==> config.mk <==
export PLATFORM = sky130hd
export DESIGN_NAME = alu_mdu_unit_flat
export DESIGN_NICKNAME = d
export VERILOG_FILES = /design/src/rtl/alu_mdu_pkg.sv /design/src/rtl/alu_mdu_if.sv /design/src/rtl/mdu_iter.sv /design/src/rtl/alu_mdu_unit.sv /design/src/flat_wrapper.sv
export SDC_FILE = /design/constraint.sdc
export NUM_CORES = 1
export LEC_CHECK = 0
export ABC_CLOCK_PERIOD_IN_PS = 6000
export BUFFER_PORTS_ARGS = -buffer_cell sky130_fd_sc_hd__buf_4
export CAP_MARGIN = 20
export CELL_PAD_IN_SITES_DETAIL_PLACEMENT = 1
export CELL_PAD_IN_SITES_GLOBAL_PLACEMENT = 1
export CORE_MARGIN = 2
export CORE_UTILIZATION = 39
export DETAILED_ROUTE_END_ITERATION = 8
export PLACE_DENSITY_LB_ADDON = 0.12
export RECOVER_POWER = 25
export SLEW_MARGIN = 20
export SYNTH_ARGS = -nofsm -noshare
export SYNTH_HDL_FRONTEND = slang
export SYNTH_SLANG_ARGS = --single-unit
==> constraint.sdc <==
create_clock -name clk -period 6 [get_ports clk]
set_clock_uncertainty 0.2 [all_clocks]
set_input_delay 0.3 -clock clk [delete_from_list [all_inputs] [get_ports clk]]
set_output_delay 0.3 -clock clk [all_outputs]
set_load 0.02 [all_outputs]
==> src/rtl/alu_mdu_pkg.sv <==
// alu_mdu_pkg: shared definitions for the ALU / multiply-divide unit.
//   op_e      - 4-bit operation encodings presented on the request bus
//   state_e   - control FSM states of alu_mdu_unit
//   is_iter_op- true for the multi-cycle ops handled by mdu_iter
package alu_mdu_pkg;

    typedef enum logic [3:0] {
        OP_ADD   = 4'd0,
        OP_SUB   = 4'd1,
        OP_AND   = 4'd2,
        OP_OR    = 4'd3,
        OP_SLT   = 4'd4,
        OP_SLL   = 4'd5,
        OP_SRL   = 4'd6,
        OP_MULTU = 4'd8,
        OP_DIVU  = 4'd9,
        OP_MFHI  = 4'd10,
        OP_MFLO  = 4'd11
    } op_e;

    typedef enum logic [1:0] {
        ST_IDLE = 2'd0,
        ST_BUSY = 2'd1,
        ST_DONE = 2'd2
    } state_e;

    function automatic logic is_iter_op(input logic [3:0] op);
        return (op == OP_MULTU) || (op == OP_DIVU);
    endfunction

endpackage

==> src/rtl/alu_mdu_if.sv <==
// alu_mdu_if: request/response bus of the ALU / multiply-divide unit.
//   in_valid/in_ready  - request handshake, carrying op, dataA, dataB
//   out_valid/out_ready- response handshake, carrying Output and err
//   master modport: requester side; slave modport: the unit itself.
interface alu_mdu_if #(
    parameter int WIDTH = 32
);
    logic             in_valid;
    logic             in_ready;
    logic [3:0]       op;
    logic [WIDTH-1:0] dataA;
    logic [WIDTH-1:0] dataB;
    logic             out_valid;
    logic             out_ready;
    logic [WIDTH-1:0] Output;
    logic             err;

    modport master (
        output in_valid, op, dataA, dataB, out_ready,
        input  in_ready, out_valid, Output, err
    );

    modport slave (
        input  in_valid, op, dataA, dataB, out_ready,
        output in_ready, out_valid, Output, err
    );
endinterface

==> src/rtl/mdu_iter.sv <==
// mdu_iter: 1-bit-per-cycle unsigned multiply (shift-add) and restoring
// divide engine.
//   clk, reset  - clock and synchronous active-high reset
//   start       - load operands and begin an operation
//   is_div      - 1 = divide op_a / op_b, 0 = multiply op_a * op_b
//   op_a, op_b  - operands sampled on start
//   done        - high on the cycle the last iteration is computed
//   hi, lo      - result of the current iteration; valid when done is high
//                 (multiply: product upper/lower half, divide: remainder/quotient)
module mdu_iter #(
    parameter int WIDTH = 32,
    parameter int SHW   = $clog2(WIDTH)
) (
    input  logic             clk,
    input  logic             reset,
    input  logic             start,
    input  logic             is_div,
    input  logic [WIDTH-1:0] op_a,
    input  logic [WIDTH-1:0] op_b,
    output logic             done,
    output logic [WIDTH-1:0] hi,
    output logic [WIDTH-1:0] lo
);
    localparam logic [SHW:0] LAST_CNT = (SHW+1)'(WIDTH - 1);

    // The same three registers serve both ops:
    //   multiply: a_r = multiplicand, {p_hi_r, p_lo_r} = partial product / multiplier
    //   divide:   a_r = divisor, p_hi_r = partial remainder, p_lo_r = dividend/quotient
    logic             running_r;
    logic             div_r;
    logic [SHW:0]     cnt_r;
    logic [WIDTH-1:0] a_r;
    logic [WIDTH-1:0] p_hi_r;
    logic [WIDTH-1:0] p_lo_r;

    logic [WIDTH:0]   mul_sum_s;
    logic [WIDTH:0]   div_shift_s;
    logic             div_ge_s;
    logic [WIDTH-1:0] hi_nxt_s;
    logic [WIDTH-1:0] lo_nxt_s;

    // One iteration of either algorithm. A zero divisor never borrows, so the
    // quotient fills with ones and the remainder collects the dividend.
    always_comb begin
        mul_sum_s   = {1'b0, p_hi_r} + (p_lo_r[0] ? {1'b0, a_r} : {(WIDTH+1){1'b0}});
        div_shift_s = {p_hi_r, p_lo_r[WIDTH-1]};
        div_ge_s    = (div_shift_s >= {1'b0, a_r});
        if (div_r) begin
            if (div_ge_s) begin
                hi_nxt_s = div_shift_s[WIDTH-1:0] - a_r;
            end else begin
                hi_nxt_s = div_shift_s[WIDTH-1:0];
            end
            lo_nxt_s = {p_lo_r[WIDTH-2:0], div_ge_s};
        end else begin
            hi_nxt_s = mul_sum_s[WIDTH:1];
            lo_nxt_s = {mul_sum_s[0], p_lo_r[WIDTH-1:1]};
        end
    end

    // Operand load and iteration state.
    always_ff @(posedge clk) begin
        if (reset) begin
            running_r <= 1'b0;
            div_r     <= 1'b0;
            cnt_r     <= '0;
            a_r       <= '0;
            p_hi_r    <= '0;
            p_lo_r    <= '0;
        end else if (start) begin
            running_r <= 1'b1;
            div_r     <= is_div;
            cnt_r     <= '0;
            a_r       <= is_div ? op_b : op_a;
            p_hi_r    <= '0;
            p_lo_r    <= is_div ? op_a : op_b;
        end else if (running_r) begin
            cnt_r  <= cnt_r + (SHW+1)'(1);
            p_hi_r <= hi_nxt_s;
            p_lo_r <= lo_nxt_s;
            if (cnt_r == LAST_CNT) begin
                running_r <= 1'b0;
            end
        end
    end

    assign done = running_r && (cnt_r == LAST_CNT);
    assign hi   = hi_nxt_s;
    assign lo   = lo_nxt_s;
endmodule

==> src/rtl/alu_mdu_unit.sv <==
// alu_mdu_unit: single-cycle ALU plus iterative MULTU/DIVU with HI/LO registers.
//   clk   - clock, all state on the rising edge
//   reset - synchronous active-high reset; aborts any running operation
//   bus   - alu_mdu_if slave: request (in_valid/in_ready, op, dataA, dataB)
//           and response (out_valid/out_ready, Output, err)
// Undefined op codes answer Output=0 with err=1 and leave HI/LO untouched.
module alu_mdu_unit
    import alu_mdu_pkg::*;
#(
    parameter int WIDTH = 32,
    parameter int SHW   = $clog2(WIDTH)
) (
    input  logic     clk,
    input  logic     reset,
    alu_mdu_if.slave bus
);
    state_e           state_r;
    logic             in_ready_r;
    logic             out_valid_r;
    logic [WIDTH-1:0] out_r;
    logic             err_r;
    logic [WIDTH-1:0] hi_r;
    logic [WIDTH-1:0] lo_r;

    logic [WIDTH-1:0] alu_res_s;
    logic             alu_err_s;
    logic             mdu_start_s;
    logic             mdu_done_s;
    logic [WIDTH-1:0] mdu_hi_s;
    logic [WIDTH-1:0] mdu_lo_s;

    // Single-cycle result computed straight from the request bus.
    always_comb begin
        alu_res_s = '0;
        alu_err_s = 1'b0;
        case (bus.op)
            OP_ADD:   alu_res_s = bus.dataA + bus.dataB;
            OP_SUB:   alu_res_s = bus.dataA - bus.dataB;
            OP_AND:   alu_res_s = bus.dataA & bus.dataB;
            OP_OR:    alu_res_s = bus.dataA | bus.dataB;
            OP_SLT:   alu_res_s = {{(WIDTH-1){1'b0}}, ($signed(bus.dataA) < $signed(bus.dataB))};
            OP_SLL:   alu_res_s = bus.dataA << bus.dataB[SHW-1:0];
            OP_SRL:   alu_res_s = bus.dataA >> bus.dataB[SHW-1:0];
            OP_MFHI:  alu_res_s = hi_r;
            OP_MFLO:  alu_res_s = lo_r;
            OP_MULTU: alu_res_s = '0;
            OP_DIVU:  alu_res_s = '0;
            default:  alu_err_s = 1'b1;
        endcase
    end

    assign mdu_start_s = (state_r == ST_IDLE) && bus.in_valid && is_iter_op(bus.op);

    mdu_iter #(
        .WIDTH (WIDTH),
        .SHW   (SHW)
    ) u_mdu_iter (
        .clk    (clk),
        .reset  (reset),
        .start  (mdu_start_s),
        .is_div (bus.op == OP_DIVU),
        .op_a   (bus.dataA),
        .op_b   (bus.dataB),
        .done   (mdu_done_s),
        .hi     (mdu_hi_s),
        .lo     (mdu_lo_s)
    );

    // Control FSM with registered handshake, result and HI/LO.
    always_ff @(posedge clk) begin
        if (reset) begin
            state_r     <= ST_IDLE;
            in_ready_r  <= 1'b1;
            out_valid_r <= 1'b0;
            out_r       <= '0;
            err_r       <= 1'b0;
            hi_r        <= '0;
            lo_r        <= '0;
        end else begin
            case (state_r)
                ST_IDLE: begin
                    if (bus.in_valid) begin
                        in_ready_r <= 1'b0;
                        if (is_iter_op(bus.op)) begin
                            state_r <= ST_BUSY;
                        end else begin
                            state_r     <= ST_DONE;
                            out_valid_r <= 1'b1;
                            out_r       <= alu_res_s;
                            err_r       <= alu_err_s;
                        end
                    end
                end
                ST_BUSY: begin
                    if (mdu_done_s) begin
                        state_r     <= ST_DONE;
                        out_valid_r <= 1'b1;
                        out_r       <= mdu_lo_s;
                        err_r       <= 1'b0;
                        hi_r        <= mdu_hi_s;
                        lo_r        <= mdu_lo_s;
                    end
                end
                ST_DONE: begin
                    if (bus.out_ready) begin
                        state_r     <= ST_IDLE;
                        in_ready_r  <= 1'b1;
                        out_valid_r <= 1'b0;
                    end
                end
                default: begin
                    state_r     <= ST_IDLE;
                    in_ready_r  <= 1'b1;
                    out_valid_r <= 1'b0;
                end
            endcase
        end
    end

    assign bus.in_ready  = in_ready_r;
    assign bus.out_valid = out_valid_r;
    assign bus.Output    = out_r;
    assign bus.err       = err_r;
endmodule

==> src/flat_wrapper.sv <==
// flat-port wrapper written by rule: the top's interface ports become plain ports
module alu_mdu_unit_flat import alu_mdu_pkg::*;
#(
    parameter int WIDTH = 32,
    parameter int SHW   = $clog2(WIDTH)
)
  (clk, reset, bus_in_valid, bus_op, bus_dataA, bus_dataB, bus_out_ready, bus_in_ready, bus_out_valid, bus_Output, bus_err);
  alu_mdu_if #(.WIDTH(WIDTH)) bus_i ();
  input  logic clk;
  input  logic reset;
  input wire logic [$bits(bus_i.in_valid)-1:0] bus_in_valid;
  input wire logic [$bits(bus_i.op)-1:0] bus_op;
  input wire logic [$bits(bus_i.dataA)-1:0] bus_dataA;
  input wire logic [$bits(bus_i.dataB)-1:0] bus_dataB;
  input wire logic [$bits(bus_i.out_ready)-1:0] bus_out_ready;
  output wire logic [$bits(bus_i.in_ready)-1:0] bus_in_ready;
  output wire logic [$bits(bus_i.out_valid)-1:0] bus_out_valid;
  output wire logic [$bits(bus_i.Output)-1:0] bus_Output;
  output wire logic [$bits(bus_i.err)-1:0] bus_err;
  assign bus_i.in_valid = bus_in_valid;
  assign bus_i.op = bus_op;
  assign bus_i.dataA = bus_dataA;
  assign bus_i.dataB = bus_dataB;
  assign bus_i.out_ready = bus_out_ready;
  assign bus_in_ready = bus_i.in_ready;
  assign bus_out_valid = bus_i.out_valid;
  assign bus_Output = bus_i.Output;
  assign bus_err = bus_i.err;
  alu_mdu_unit #(.WIDTH(WIDTH), .SHW(SHW)) u_core (.clk(clk), .reset(reset), .bus(bus_i));
endmodule
Word-level counts from Yosys, hierarchy flattened
Cells that the tools add are included.
{"block": "totals", "register_bits": 205, "wordCells": 91}
{"block": "classes", "n_addsub": 5, "magnitude_cmp": 2, "n_eq_ne": 17, "shifts": 2, "mux": 34, "bitwise": 3, "n_reduce_logical": 15}
{"op": "32-bit 2-to-1 mux", "count": 11}
{"op": "32-bit case mux with 9 select lines", "count": 1}
{"op": "32-bit case mux with 2 select lines", "count": 1}
{"op": "32-bit subtractor", "count": 2}
{"op": "32-bit by 33-bit adder with 33-bit output", "count": 1}
{"op": "33-bit by 32-bit greater-or-equal comparator with 1-bit output", "count": 1}
{"op": "32-bit adder", "count": 1}
{"op": "32-bit AND", "count": 1}
{"op": "32-bit < comparator", "count": 1}
{"op": "32-bit bitwise OR", "count": 1}
{"op": "32-bit by 5-bit << shifter with 32-bit output", "count": 1}
{"op": "32-bit by 5-bit right shift with 32-bit output", "count": 1}
{"op": "4-bit equality test, second input constant", "count": 4}
{"op": "1-bit 2-to-1 mux", "count": 13}
{"op": "4-bit by 3-bit equality test with 1-bit output, second input constant", "count": 3}
{"op": "11-bit OR reduction", "count": 1}
{"op": "4-bit by 2-bit equality test with 1-bit output, second input constant", "count": 2}
{"op": "2-bit 2-to-1 mux", "count": 4}
{"op": "4-bit AND reduction", "count": 2}
{"op": "6-bit by 1-bit adder with 6-bit output, second input constant", "count": 1}
{"op": "6-bit by 5-bit equality test with 1-bit output, second input constant", "count": 1}
{"op": "2-bit inequality test, second input constant", "count": 3}
{"op": "1-bit case mux with 3 select lines", "count": 2}
{"op": "2-bit case mux with 3 select lines", "count": 1}
{"op": "14 further kinds", "count": 18}

Depth between registers and ports, before layout
Gate-level depths: netlist of run 1.
{"block": "depth", "word_depth": 6, "ltp_mapped": 15, "depth_no_buf": 13}

Cells and area by module
From an unflattened synthesis of run 1, not the netlist that was laid out.
{"block": "hier_totals", "hier_cells": 2850, "hier_area_um2": 21728.3}
{"module": "alu_mdu_unit", "instances": 1, "cells_each": 1610, "area_per_inst_um2": 12295.5, "seq_area_each_um2": 2021.9}
{"module": "mdu_iter", "instances": 1, "cells_each": 1240, "area_per_inst_um2": 9432.8, "seq_area_each_um2": 2082.0}

Worst setup path before layout of run 1
OpenSTA, ideal clock, no wires.
{"block": "synth_timing", "path_kind": "input-to-reg", "start": "in bus_dataB[2]", "end": "reg u_core.out_r[26], in the netlist u_core.bus.Output[26]", "setup_time_ns": 0.125, "arrival_ns": 3.710, "required_ns": 5.675, "slack_ns": 1.964, "cell_stages": 14, "n_path_buf": 3, "path_cell_list": "buf_1 -> inv_2 -> buf_1 -> clkbuf_1 -> ha_1 -> a21o_1 -> a221oi_1 -> a2111o_1 -> a211oi_1 -> o21ai_0 -> o21ai_1 -> a21oi_1 -> a41o_1 -> o41a_1"}
{"block": "synth_between", "elab_chain_cells": 5}
{"element": "from (decl)", "line": "flat_wrapper.sv:14", "source": "input wire logic [$bits(bus_i.dataB)-1:0] bus_dataB;"}
{"element": "32-bit subtractor, or another cell as far along", "line": "alu_mdu_unit.sv:38", "source": "OP_SUB: alu_res_s = bus.dataA - bus.dataB;"}
{"element": "32-bit case mux with 9 select lines *", "line": "alu_mdu_unit.sv:36", "source": "case (bus.op)"}
{"element": "32-bit 2-to-1 mux *", "line": "alu_mdu_unit.sv:84", "source": "if (is_iter_op(bus.op)) begin"}
{"element": "32-bit 2-to-1 mux *", "line": "alu_mdu_unit.sv:82", "source": "if (bus.in_valid) begin"}
{"element": "32-bit case mux with 2 select lines *", "line": "alu_mdu_unit.sv:80", "source": "case (state_r)"}
{"element": "to (signal assigned)", "line": "alu_mdu_unit.sv:89", "source": "out_r <= alu_res_s;"}
{"element": "to (signal assigned)", "line": "alu_mdu_unit.sv:98", "source": "out_r <= mdu_lo_s;"}
{"element": "to (decl)", "line": "alu_mdu_unit.sv:20", "source": "logic [WIDTH-1:0] out_r;"}
Mark *: on every way between the ends. The rest lies on a longest branch, timed or not. The select of a mux whose other input is x is not followed.
A chain may end at the register's enable or synchronous reset.

Final worst setup path of run 1
{"block": "layout_timing", "start": "reg u_core.u_mdu_iter.running_r", "end": "reg u_core.hi_r[30]"}
{"block": "layout_between", "elab_chain_cells": 2}
{"element": "from (decl)", "line": "mdu_iter.sv:29", "source": "logic running_r;"}
{"element": "from (signal assigned)", "line": "mdu_iter.sv:64", "source": "running_r <= 1'b0;"}
{"element": "from (signal assigned)", "line": "mdu_iter.sv:71", "source": "running_r <= 1'b1;"}
{"element": "from (signal assigned)", "line": "mdu_iter.sv:82", "source": "running_r <= 1'b0;"}
{"element": "1-bit logical AND", "line": "mdu_iter.sv:87", "source": "assign done = running_r && (cnt_r == LAST_CNT);"}
{"element": "2-bit AND reduction (no source line)"}
{"element": "to (signal assigned)", "line": "alu_mdu_unit.sv:100", "source": "hi_r <= mdu_hi_s;"}
{"element": "to (decl)", "line": "alu_mdu_unit.sv:22", "source": "logic [WIDTH-1:0] hi_r;"}
No other way between the ends.

==> out/metrics.yaml, run 1 <==
critical_path:
  cp_max_fo: 57
  timing.rr.end: "u_core.hi_r[30]"
  cp-startpoint: "u_core.u_mdu_iter.running_r"
  path_class: "reg -> reg"
  regToRegStartpoint: "u_core.u_mdu_iter.running_r"
  crit_end: "u_core.hi_r[30]"
  cp.arrival_ps: 5060
  worstRegToRegCells: 6
  reg2reg_slack_ps: 1220
  worst_setup_path_end_kind: "flip-flop"
  cp.required_ps: 6280
  crit_path_start_kind: "flip-flop"
synthesis:
  yosys-top-cells-area: "dfxtp_1 19%, ha_1 9.5%, mux2i_1 7.5%"
  synth_nets: 3068
  synth_compound_area_share_pct: 29.62
  synthAdderAreaFrac_pct: 9.861
  netlist_area_um2: 21370
  ys_warn_count: 0
  synth-main-ff-cell: "dfxtp_1"
  synth_top_family_by_area: "compound AO/OA/AOI/OAI gates"
  async_reset_ff_share_pct: 0
  synth.area.mux_share_pct: 13.08
  ys_ff_latch: 205
  ys_seq_area_share_pct: 19.21
  yosysMostFrequentCell: "nor2_1"
  yosys-top-cells-count: "329 x nor2_1, 205 x dfxtp_1, 203 x a21oi_1, 186 x a211oi_1, 184 x nand2_1"
  yosys.area.top_type: "dfxtp_1"
  synthCells: 2830
  netlist.area_leader.share_pct: 19.21
  synth_cell_type_count: 89
  synth_edf_count: 0
  synth_xor_area_share_pct: 2.951
  synth.avg_cell_area_um2: 7.550
  synth-simple-area-share_pct: 18.43
cells_and_area:
  final_nets: 3092
  final_util_pct: 44.38
  seq_area_um2: 4108
  drive_gt1_share_pct: 9.429
  finalNonFillerCells: 3572
  design_area_um2: 23980
  fill_cells: 6688
  multiInputGateArea_um2: 15860
  area_growth_pct: 12.22
timing:
  worst_slew_margin_rel_pct: -93.03
  timing.final.crit_share_pct: 79.68
  setup_ws_ps: 1219
  drv_slew: 301
  rsz0062_at_grt: "no"
  setup_viol: 0
  fmax_mhz: 209.2
  tightestPinTransition_ps: 2895
  finalCriticalPeriod_ps: 4781
  setup_tns_ps: 0
  final_hold_viol_count: 0
drt:
  avgRoutedWirePerCell_um: 29.92
  ant_nets: 0
  drc: 0
  drt_iter0_drc: 1981
  dr_total_vias: 23520
  dr.pass1.iters: 5
  vias_per_cell: 6.585
  drt-total-wl_mm: 106.9
die:
  core_um2: 54030
  die_x_um: 238.1
  dieArea_um2: 56670
  initial_core_util_pct: 39.55
  dieHeight_um: 238.1
  io_pins: 107
  core.rowCount: 85
place:
  place_ws_ps: 1485
  dp_cells: 3460
  dpl_cell_area_um2: 22600
  dp_hpwl_mm: 79.66
  io_buffers: 106
  gp_congestion: 0.9575
clocking:
  clkTransAtPathRegs_ps: 70
  post_cts_buffers: 0
  cts_tree: "done"
  root_buffer: "clkbuf_16"
  clockBufferDepth: 3
  cts-buffers-inserted: 27
  cts_resized: 0
  clock_latency_ps: 590
  clkSinkCount: 205
  htree_levels: 1
global_routing:
  antenna_found_initial: 2
  overflow: 0
  grt.total_usage_pct: 36.81
  grt_pass1_wl_mm: 157.2
  grt_max_degree: 125
  grt_pass1_vias: 23770
power_and_ir_drop:
  vdd_ir_drop_max_uv: 232.4
  power-per-cell-area_nw_per_um2: 206.7
  leakagePower_nw: 9.167
hold_path:
  hp-class: "in -> reg"
outcome:
  violations: "max-capacitance violations, max-slew violations"
  outcome: "finished with violations"
flow_run:
  max-cap-violations: 4
## flip-flops by register name (all words and copies together), names as in the netlist
register	count
u_core.bus.err	1
u_core.bus.Output	32
u_core.u_mdu_iter.p_lo_r	32
u_core.lo_r	32
u_core.u_mdu_iter.running_r	1
u_core.u_mdu_iter.cnt_r	6
u_core.bus.in_ready	1
u_core.u_mdu_iter.div_r	1
u_core.state_r	2
u_core.hi_r	32
u_core.bus.out_valid	1
u_core.u_mdu_iter.a_r	32
u_core.u_mdu_iter.p_hi_r	32
## per-stage QoR
stage	power [mW]	hold WS, ps
6_report	4.957	23.89
5_1_grt	5.150	33.14
4_1_cts	4.960	2.908
3_5_place_dp	3.173	275.5
3_3_place_gp	3.162	255.6
2_1_floorplan	2.570	232.0
## worst min path at each step
| stage | from | end | slack [ps] | cells past startpoint |
|---|---|---|---|---|
| 6_report | bus_dataA[5] | u_core.u_mdu_iter.p_lo_r[5] | 20 | 3 |
| 3_3_place_gp | u_core.lo_r[0] | u_core.lo_r[0] | 260 | 2 |
| 2_1_floorplan | u_core.hi_r[5] | u_core.hi_r[5] | 230 | 2 |
| 4_1_cts | bus_dataA[5] | u_core.u_mdu_iter.p_lo_r[5] | 3 | 3 |
| 5_1_grt | bus_dataA[31] | u_core.u_mdu_iter.p_lo_r[31] | 30 | 3 |
| 3_5_place_dp | u_core.lo_r[0] | u_core.lo_r[0] | 280 | 2 |
## critical path: stages, from the launching register on
cell and delay, ps:
dfxtp_1 320, clkbuf_1 1830, nand3_1 490, nor2_4 390, buf_4 570, nand2_1 430, o31ai_1 420
## area by class of cell
class | count | share of cell area, %
multi-input cells | 2251 | 66.14
inverters | 152 | 2.380
diodes | 2 | 0.02087
well taps | 696 | 3.632
clock inverters | 13 | 0.5792
repair buffers | 217 | 6.820
flip-flops and latches | 205 | 17.13
clock buffers | 36 | 3.298
## cell families after synthesis
| group | Yosys count |
|---|---|
| adder cells (fa/ha/maj) | 166 |
| flip-flops | 205 |
| XOR/XNOR | 72 |
| buffers and inverters | 374 |
| multiplexers | 225 |
| AO/OA/AOI/OAI | 936 |
| AND/OR/NAND/NOR | 852 |
## power by group
part / switching [mW] / total [mW] / internal (mW)
Clock: 0.734 / 1.75 / 1.01
Combinational: 1.14 / 1.77 / 0.622
Sequential: 0.0435 / 1.45 / 1.40
## per-layer routing
metal  wire [um]  global-route usage (%)
met3        9412                   8.723
met5          11                       0
met1       45770                   48.82
met2       46440                   57.02
met4        5235                   15.93
## layout by cell type, fill, tap and decap left out, drive strengths merged, types with 20 or more instances in the layout
cell type	n
buf	116
dlygate4sd3	61
ha	162
nor2	329
nand2	184
a211oi	186
or3	30
nand2b	32
nor4	21
inv	151
nor3	81
a21o	39
nand3	53
o211ai	36
a21oi	203
and2	44
xnor2	53
mux2i	160
o21ai	176
o21a	25
o31ai	20
a31oi	27
dfxtp	205
clkbuf	76
mux2	24
a221oi	34
mux4	41
## what timing repair did
action | in CTS | in global routing
endpoints found under the hold margin | 53 | 0
endpoints found under the setup margin | 0 | 0
hold buffers | 61 | 0
(Power assumes the default switching activity.)
==> inputs of run 2 (changes only) <==
--- a/config.mk
+++ b/config.mk
@@ -5,7 +5,7 @@
 export SDC_FILE = /design/constraint.sdc
 export NUM_CORES = 1
 export LEC_CHECK = 0
-export ABC_CLOCK_PERIOD_IN_PS = 6000
+export ABC_CLOCK_PERIOD_IN_PS = 4550
 export BUFFER_PORTS_ARGS = -buffer_cell sky130_fd_sc_hd__buf_4
 export CAP_MARGIN = 20
 export CELL_PAD_IN_SITES_DETAIL_PLACEMENT = 1
==> constraint.sdc (replaced) <==
create_clock -name clk -period 4.55 [get_ports clk]
set_clock_uncertainty 0.2 [all_clocks]
set_input_delay 0.2275 -clock clk [delete_from_list [all_inputs] [get_ports clk]]
set_output_delay 0.2275 -clock clk [all_outputs]
set_load 0.02 [all_outputs]
==> run 2 against run 1 <==
  * The flow still finishes with violations (max-capacitance violations, max-slew violations)
  * Sequential share of layout area is essentially flat
  * Final area is essentially flat
  * Sequential cell count is the same
  * Core utilization is essentially flat
  * Combinational power grew 34%
  * Hold slack lost 14 ps
  * Via count shrank 0.29%
  * Critical path type unchanged
==> out/metrics.yaml, run 2 (same netlist as run 1, synthesis figures left out) <==
timing:
  drv_slew: 132  # -56%
  final_hold_viol_count: 0  # unchanged
  timing.final.crit_share_pct: 91.11  # +11 points
  fmax_mhz: 241.2  # +15%
  rsz0062_at_grt: "no"
  setup_viol: 0  # unchanged
  tightestPinTransition_ps: 2748  # -147.1 ps
  worst_slew_margin_rel_pct: -83.22  # +9.8 points
  holdWs_ps: 9.454  # -14.44 ps
  finalCriticalPeriod_ps: 4146  # -634.9 ps
  setup_ws_ps: 404.3  # -815.1 ps
cells_and_area:
  antenna_cells: 0  # -2
  drive_gt1_share_pct: 9.337  # -0.092 points
  area_growth_pct: 12.27  # about the same
  finalNonFillerCells: 3577  # +0.14%
  final_nets: 3100  # +0.26%
  final_common_cell: "nor2_1"
  final_util_pct: 44.40  # about the same
  layout_common_cells: "325 x nor2_1, 203 x a21oi_1, 203 x dfxtp_1"
  fill_cells: 6629  # -0.88%
drt:
  ant_nets: 0  # unchanged
  drt-total-wl_mm: 105.1  # -1.7%
  drc: 0  # unchanged
  drt_iter0_drc: 2350  # +19%
  vias_per_cell: 6.557  # -0.43%
  avgRoutedWirePerCell_um: 29.38  # -1.8%
  dr_total_vias: 23460  # -0.29%
  dr.pass1.iters: 5  # unchanged
power_and_ir_drop:
  power-per-cell-area_nw_per_um2: 269.2  # +30%
  leakagePower_nw: 9.173  # about the same
  vdd_ir_drop_max_uv: 263.0  # +13%
  total_power_mw: 6.457  # +30%
critical_path:
  crit_slowest_cell: "a21oi_1"
  path_delay_family: "compound AO/OA/AOI/OAI gates"
  worst_setup_path_end_kind: "flip-flop"
  cp.required_ps: 4830  # -1450 ps
  path_common_cell: "a21oi_1"
  worstRegToRegCells: 11  # +5
  cp_num_buf_inv: 1  # -1
  timing.rr.end: "u_core.bus.Output[0]"
  crit_path_start_kind: "flip-flop"
  cp.arrival_ps: 4430  # -630 ps
  critPathMaxStageDelay_ps: 750  # -1080 ps
  cp_cell_sequence: "inv_1 -> ha_1 -> nand4_1 -> nor4_1 -> a41oi_1 -> o21ai_1 -> o41a_1 -> o21ai_2 -> a21oi_1 -> a21oi_1 -> a211oi_1"
  regToRegStartpoint: "u_core.u_mdu_iter.a_r[14]"
  cp_max_fo: 8  # -86%
  path_class: "reg -> reg"
  reg2reg_slack_ps: 400  # -820 ps
die:
  core_um2: 54030  # unchanged
  dieArea_um2: 56670  # unchanged
  dieHeight_um: 238.1  # unchanged
  core.rowCount: 85  # unchanged
  die_x_um: 238.1  # unchanged
  initial_core_util_pct: 39.55  # unchanged
  io_pins: 107  # unchanged
clocking:
  root_buffer: "clkbuf_16"
  clockBufferDepth: 3  # unchanged
  htree_levels: 1  # unchanged
  clkSinkCount: 205  # unchanged
  clock_latency_ps: 570  # -20 ps
  clkTransAtPathRegs_ps: 60  # about the same
  cts_tree: "done"
  cts-buffers-inserted: 27  # unchanged
global_routing:
  grt.total_usage_pct: 36.17  # -0.65 points
  overflow: 0  # unchanged
  grt_pass1_vias: 23290  # -2.0%
  antenna_found_initial: 0  # -2
  grt_max_degree: 134  # +7.2%
  grt_pass1_wl_mm: 154.8  # -1.6%
hold_path:
  holdCritStartpoint: "bus_dataA[6]"
  hold_path_end: "u_core.u_mdu_iter.p_lo_r[6]"
  hp-class: "in -> reg"
  min_delay_path_depth: 3  # unchanged
place:
  place_ws_ps: -6.608  # -1492 ps
  gp_congestion: 1.031  # +7.7%
  dp_hpwl_mm: 80.33  # +0.84%
  io_buffers: 106  # unchanged
  dp_cells: 3467  # +0.20%
flow_run:
  max-cap-violations: 1  # -3
outcome:
  violations: "max-capacitance violations, max-slew violations"
  outcome: "finished with violations"
## run 2: cell count changes in the layout (fill, tap and decap cells not counted), moves of 2 or more
cell / before / now
clkinv_2: 4 / 2
diode_2: 2 / 0
clkinv_4: 4 / 2
clkbuf_8: 6 / 3
clkbuf_1: 39 / 47
buf_4: 116 / 122
buf_12: 0 / 2
## run 2: layer usage
metal,track usage [%],up-vias,share of wire (%)
met5,0,-,0
met4,15.25,0,4.6
met3,5.657,202,8.1
met2,55.45,1030,43
met1,50.35,11670,44
li1,-,10550,-
## run 2: final cells by class
class / instances / area (um^2) / area share (%)
sequential: 205 / 4109 / 17.13
tap: 696 / 870.8 / 3.630
clock inverter: 7 / 95.09 / 0.3964
inverter: 152 / 570.5 / 2.378
timing repair buffer: 225 / 1733 / 7.224
multi-input combinational: 2251 / 15850 / 66.08
clock buffer: 41 / 758.2 / 3.161
## run 2: worst max-delay path by stage
stage                                  endpoint  cells past startpoint                      start  slack (ps)
after global placement     u_core.bus.Output[0]                     11  u_core.u_mdu_iter.a_r[23]          30
after detailed placement   u_core.bus.Output[0]                     11  u_core.u_mdu_iter.a_r[24]          -7
after global routing            u_core.hi_r[29]                     12  u_core.u_mdu_iter.a_r[24]         120
after CTS                  u_core.bus.Output[0]                     11  u_core.u_mdu_iter.a_r[24]         270
final                      u_core.bus.Output[0]                     11  u_core.u_mdu_iter.a_r[14]         400
after floorplan           u_core.bus.Output[26]                     14               bus_dataB[2]         590
## run 2: worst register-to-register path: cells and delay by family (launching register included)
| family | cells | cell delay (ps) |
|---|---|---|
| adders and majority gates | 1 | 450 |
| DFF | 1 | 390 |
| buffers and inverters | 1 | 70 |
| AOI/OAI and AO/OA | 7 | 2190 |
| and+or+nand+nor | 2 | 790 |
## run 2: per-stage QoR
step,setup TNS [ps],cell area [um^2]
after global placement,0,22680
after detailed placement,-6.608,22680
after CTS,0,24160
after floorplan,0,21370
after global routing,0,23990
final,0,23990
## run 2: timing repair
| item | in CTS | in global routing |
|---|---|---|
| hold buffers | 62 | 0 |
| endpoints found under the setup margin | 1 | 0 |
| resized for setup | 1 | 0 |
| endpoints found under the hold margin | 59 | 0 |
| setup buffers | 0 | 0 |
## run 2: report_power, final
part,switching [mW],leakage [nW],internal [mW]
Combinational,1.55,7.10,0.837
Sequential,0.0548,1.66,1.85
Clock,0.913,0.412,1.26
==> inputs of run 3 (changes only) <==
--- a/config.mk
+++ b/config.mk
@@ -12,9 +12,11 @@
 export CELL_PAD_IN_SITES_GLOBAL_PLACEMENT = 1
 export CORE_MARGIN = 2
 export CORE_UTILIZATION = 39
+export CTS_CLUSTER_DIAMETER = 40
 export DETAILED_ROUTE_END_ITERATION = 8
 export PLACE_DENSITY_LB_ADDON = 0.12
 export RECOVER_POWER = 25
+export REMOVE_ABC_BUFFERS = 1
 export SLEW_MARGIN = 20
 export SYNTH_ARGS = -nofsm -noshare
 export SYNTH_HDL_FRONTEND = slang
==> run 3 against run 2 <==
  * The flow still finishes with violations (max-capacitance violations, max-slew violations)
  * Setup slack worse by 190 ps
  * Core utilization is 1.9 points higher
  * Clock power is 57% higher
  * Sequential share of layout area is 0.69 points lower
  * Critical endpoint is now u_core.hi_r[9]
  * Die area stayed put
  * Maximum frequency is 4.4% lower
  * Critical path depth is 1 higher
  * Combinational power hardly changed
  * Sequential cell count stayed put
  * Clock-buffer cell count is 19 higher
  * Global-route usage is 0.59 points higher
  * Sequential power hardly changed
==> out/metrics.yaml, run 3 (same netlist as run 1, synthesis figures left out) <==
outcome:
  outcome: "finished with violations"
  violations: "max-capacitance violations, max-slew violations"
drt:
  vias_per_cell: 6.548  # -0.14%
  dr_total_vias: 23860  # +1.7%
  drt-total-wl_mm: 106.1  # +0.94%
  dr.pass1.iters: 6  # +1
  avgRoutedWirePerCell_um: 29.11  # -0.92%
  ant_nets: 0  # unchanged
  drc: 0  # unchanged
  drt_iter0_drc: 2369  # +0.81%
clocking:
  clkSinkCount: 205  # unchanged
  cts_tree: "done"
  htree_levels: 2  # +1
  root_buffer: "clkbuf_16"
  clock_latency_ps: 600  # +30 ps
  clkTransAtPathRegs_ps: 50  # about the same
  cts-buffers-inserted: 48  # +78%
  clockBufferDepth: 3  # unchanged
critical_path:
  cp_max_fo: 31  # +23
  critPathMaxStageDelay_ps: 530  # -220 ps
  crit_cells: 12  # +1
  timing.rr.end: "u_core.hi_r[9]"
  crit_slowest_cell: "o21a_4"
  cp.arrival_ps: 4540  # +110 ps
  worstRegToRegCells: 12  # +1
  cp_num_buf_inv: 2  # +1
  crit_end: "u_core.hi_r[9]"
  cp_cell_sequence: "inv_1 -> ha_1 -> nand4_1 -> nor4_2 -> buf_4 -> a41oi_1 -> o21ai_1 -> o41a_1 -> o21a_4 -> mux2_2 -> a21oi_1 -> a211oi_1"
  reg2reg_slack_ps: 210  # -190 ps
  path_class: "reg -> reg"
  cp.required_ps: 4750  # -80 ps
  cp-startpoint: "u_core.u_mdu_iter.a_r[22]"
  path_delay_family: "compound AO/OA/AOI/OAI gates"
  regToRegStartpoint: "u_core.u_mdu_iter.a_r[22]"
  crit_path_start_kind: "flip-flop"
  worst_setup_path_end_kind: "flip-flop"
timing:
  fmax_mhz: 230.6  # -4.4%
  final_hold_viol_count: 0  # unchanged
  rsz0062_at_grt: "no"
  setup_tns_ps: 0  # unchanged
  drv_slew: 182  # +38%
  worst_slew_margin_rel_pct: -33.33  # +50 points
  tightestPinTransition_ps: 2000  # -748.4 ps
  timing.final.crit_share_pct: 95.30  # +4.2 points
  setup_viol: 0  # unchanged
  finalCriticalPeriod_ps: 4336  # +190.5 ps
global_routing:
  grt_pass1_vias: 23970  # +2.9%
  grt_most_used_layer: "met2"
  antenna_found_initial: 2  # +2
  grt_max_degree: 106  # -21%
  grt.total_usage_pct: 36.76  # +0.59 points
  met1_usage_pct: 48.83  # -1.5 points
  grt_pass1_wl_mm: 157.0  # +1.5%
  use_met2_pct: 57.49  # +2.0 points
  grt_use_met3_pct: 5.102  # -0.56 points
  overflow: 0  # unchanged
die:
  io_pins: 107  # unchanged
  die_x_um: 238.1  # unchanged
  core.rowCount: 85  # unchanged
  initial_core_util_pct: 39.55  # unchanged
  dieHeight_um: 238.1  # unchanged
  core_um2: 54030  # unchanged
  dieArea_um2: 56670  # unchanged
place:
  gp_congestion: 1.007  # -2.4%
  dp_hpwl_mm: 80.46  # +0.17%
  io_buffers: 106  # unchanged
cells_and_area:
  layout_common_cells: "326 x nor2_1, 204 x dfxtp_1, 203 x a21oi_1"
  drive_gt1_share_pct: 11.16  # +1.8 points
  antenna_cells: 0  # unchanged
  final_common_cell: "nor2_1"
  area_growth_pct: 16.98
  fill_cells: 6596  # -0.50%
  final_nets: 3150  # +1.6%
power_and_ir_drop:
  power-per-cell-area_nw_per_um2: 308.5  # +15%
  vdd_ir_drop_max_uv: 266.9  # +1.5%
  leakagePower_nw: 9.684  # +5.6%
  total_power_mw: 7.710  # +19%
flow_run:
  max-cap-violations: 4  # +3
hold_path:
  hp-class: "in -> reg"
==> run 3: tightest hold or removal path: cells and delay by family <==
family	cells	cell delay (ps)
compound gates	1	240
mux	1	150
buf+inv	1	160
==> run 3: metal layers <==
metal,share of wire [%],vias up,routed length (um)
met5,0.0085,-,9
met2,44,1043,46500
met1,44,11870,46200
met3,6.4,262,6839
li1,-,10680,-
met4,6.2,2,6536
==> run 3: final cells by class <==
cell class / instances / area [um^2] / share of cell area [%]
clock buffer: 60 / 1346 / 5.386
clock inverter: 26 / 240.2 / 0.9612
inverter: 152 / 570.5 / 2.283
multi-input combinational: 2251 / 15860 / 63.46
sequential: 205 / 4108 / 16.43
tap: 696 / 870.8 / 3.484
timing repair buffer: 254 / 1998 / 7.995
==> run 3: worst min-delay path by stage <==
| stage | from | endpoint | slack, ps | cells past startpoint |
|---|---|---|---|---|
| after global routing | bus_dataA[28] | u_core.u_mdu_iter.a_r[28] | 20 | 3 |
| after CTS | bus_dataA[1] | u_core.u_mdu_iter.p_lo_r[1] | 20 | 3 |
| final | bus_dataA[4] | u_core.u_mdu_iter.a_r[4] | 30 | 3 |
| after global placement | u_core.lo_r[0] | u_core.lo_r[0] | 260 | 2 |
| after detailed placement | u_core.lo_r[0] | u_core.lo_r[0] | 270 | 2 |
| after floorplan | reset | u_core.hi_r[2] | 100 | 1 |
==> run 3: timing repair <==
item | in CTS | in global routing
hold endpoints to repair | 79 | 0
setup buffers | 0 | 0
setup endpoints to repair | 0 | 33
gates resized for setup | 0 | 1
hold buffers | 74 | 0
==> run 3: power breakdown <==
part	internal (mW)	switching (mW)	leakage, nW
combinational	0.855	1.55	7.23
sequential	1.85	0.0553	1.66
clock	2.13	1.27	0.790
total	4.84	2.87	9.68
==> run 3: stage by stage <==
step	hold WS (ps)	instance area [um^2]	cells	setup slack [ps]	utilization [%]
after floorplan	96.57	20470	2608	-6070	-
after global placement	255.2	22820	3484	164.5	42.23
after detailed placement	271.7	22820	3484	128.4	42.23
after CTS	15.24	25140	3644	97.70	46.54
after global routing	22.95	24990	3644	16.86	46.26
final	30.27	24990	3644	213.8	46.26
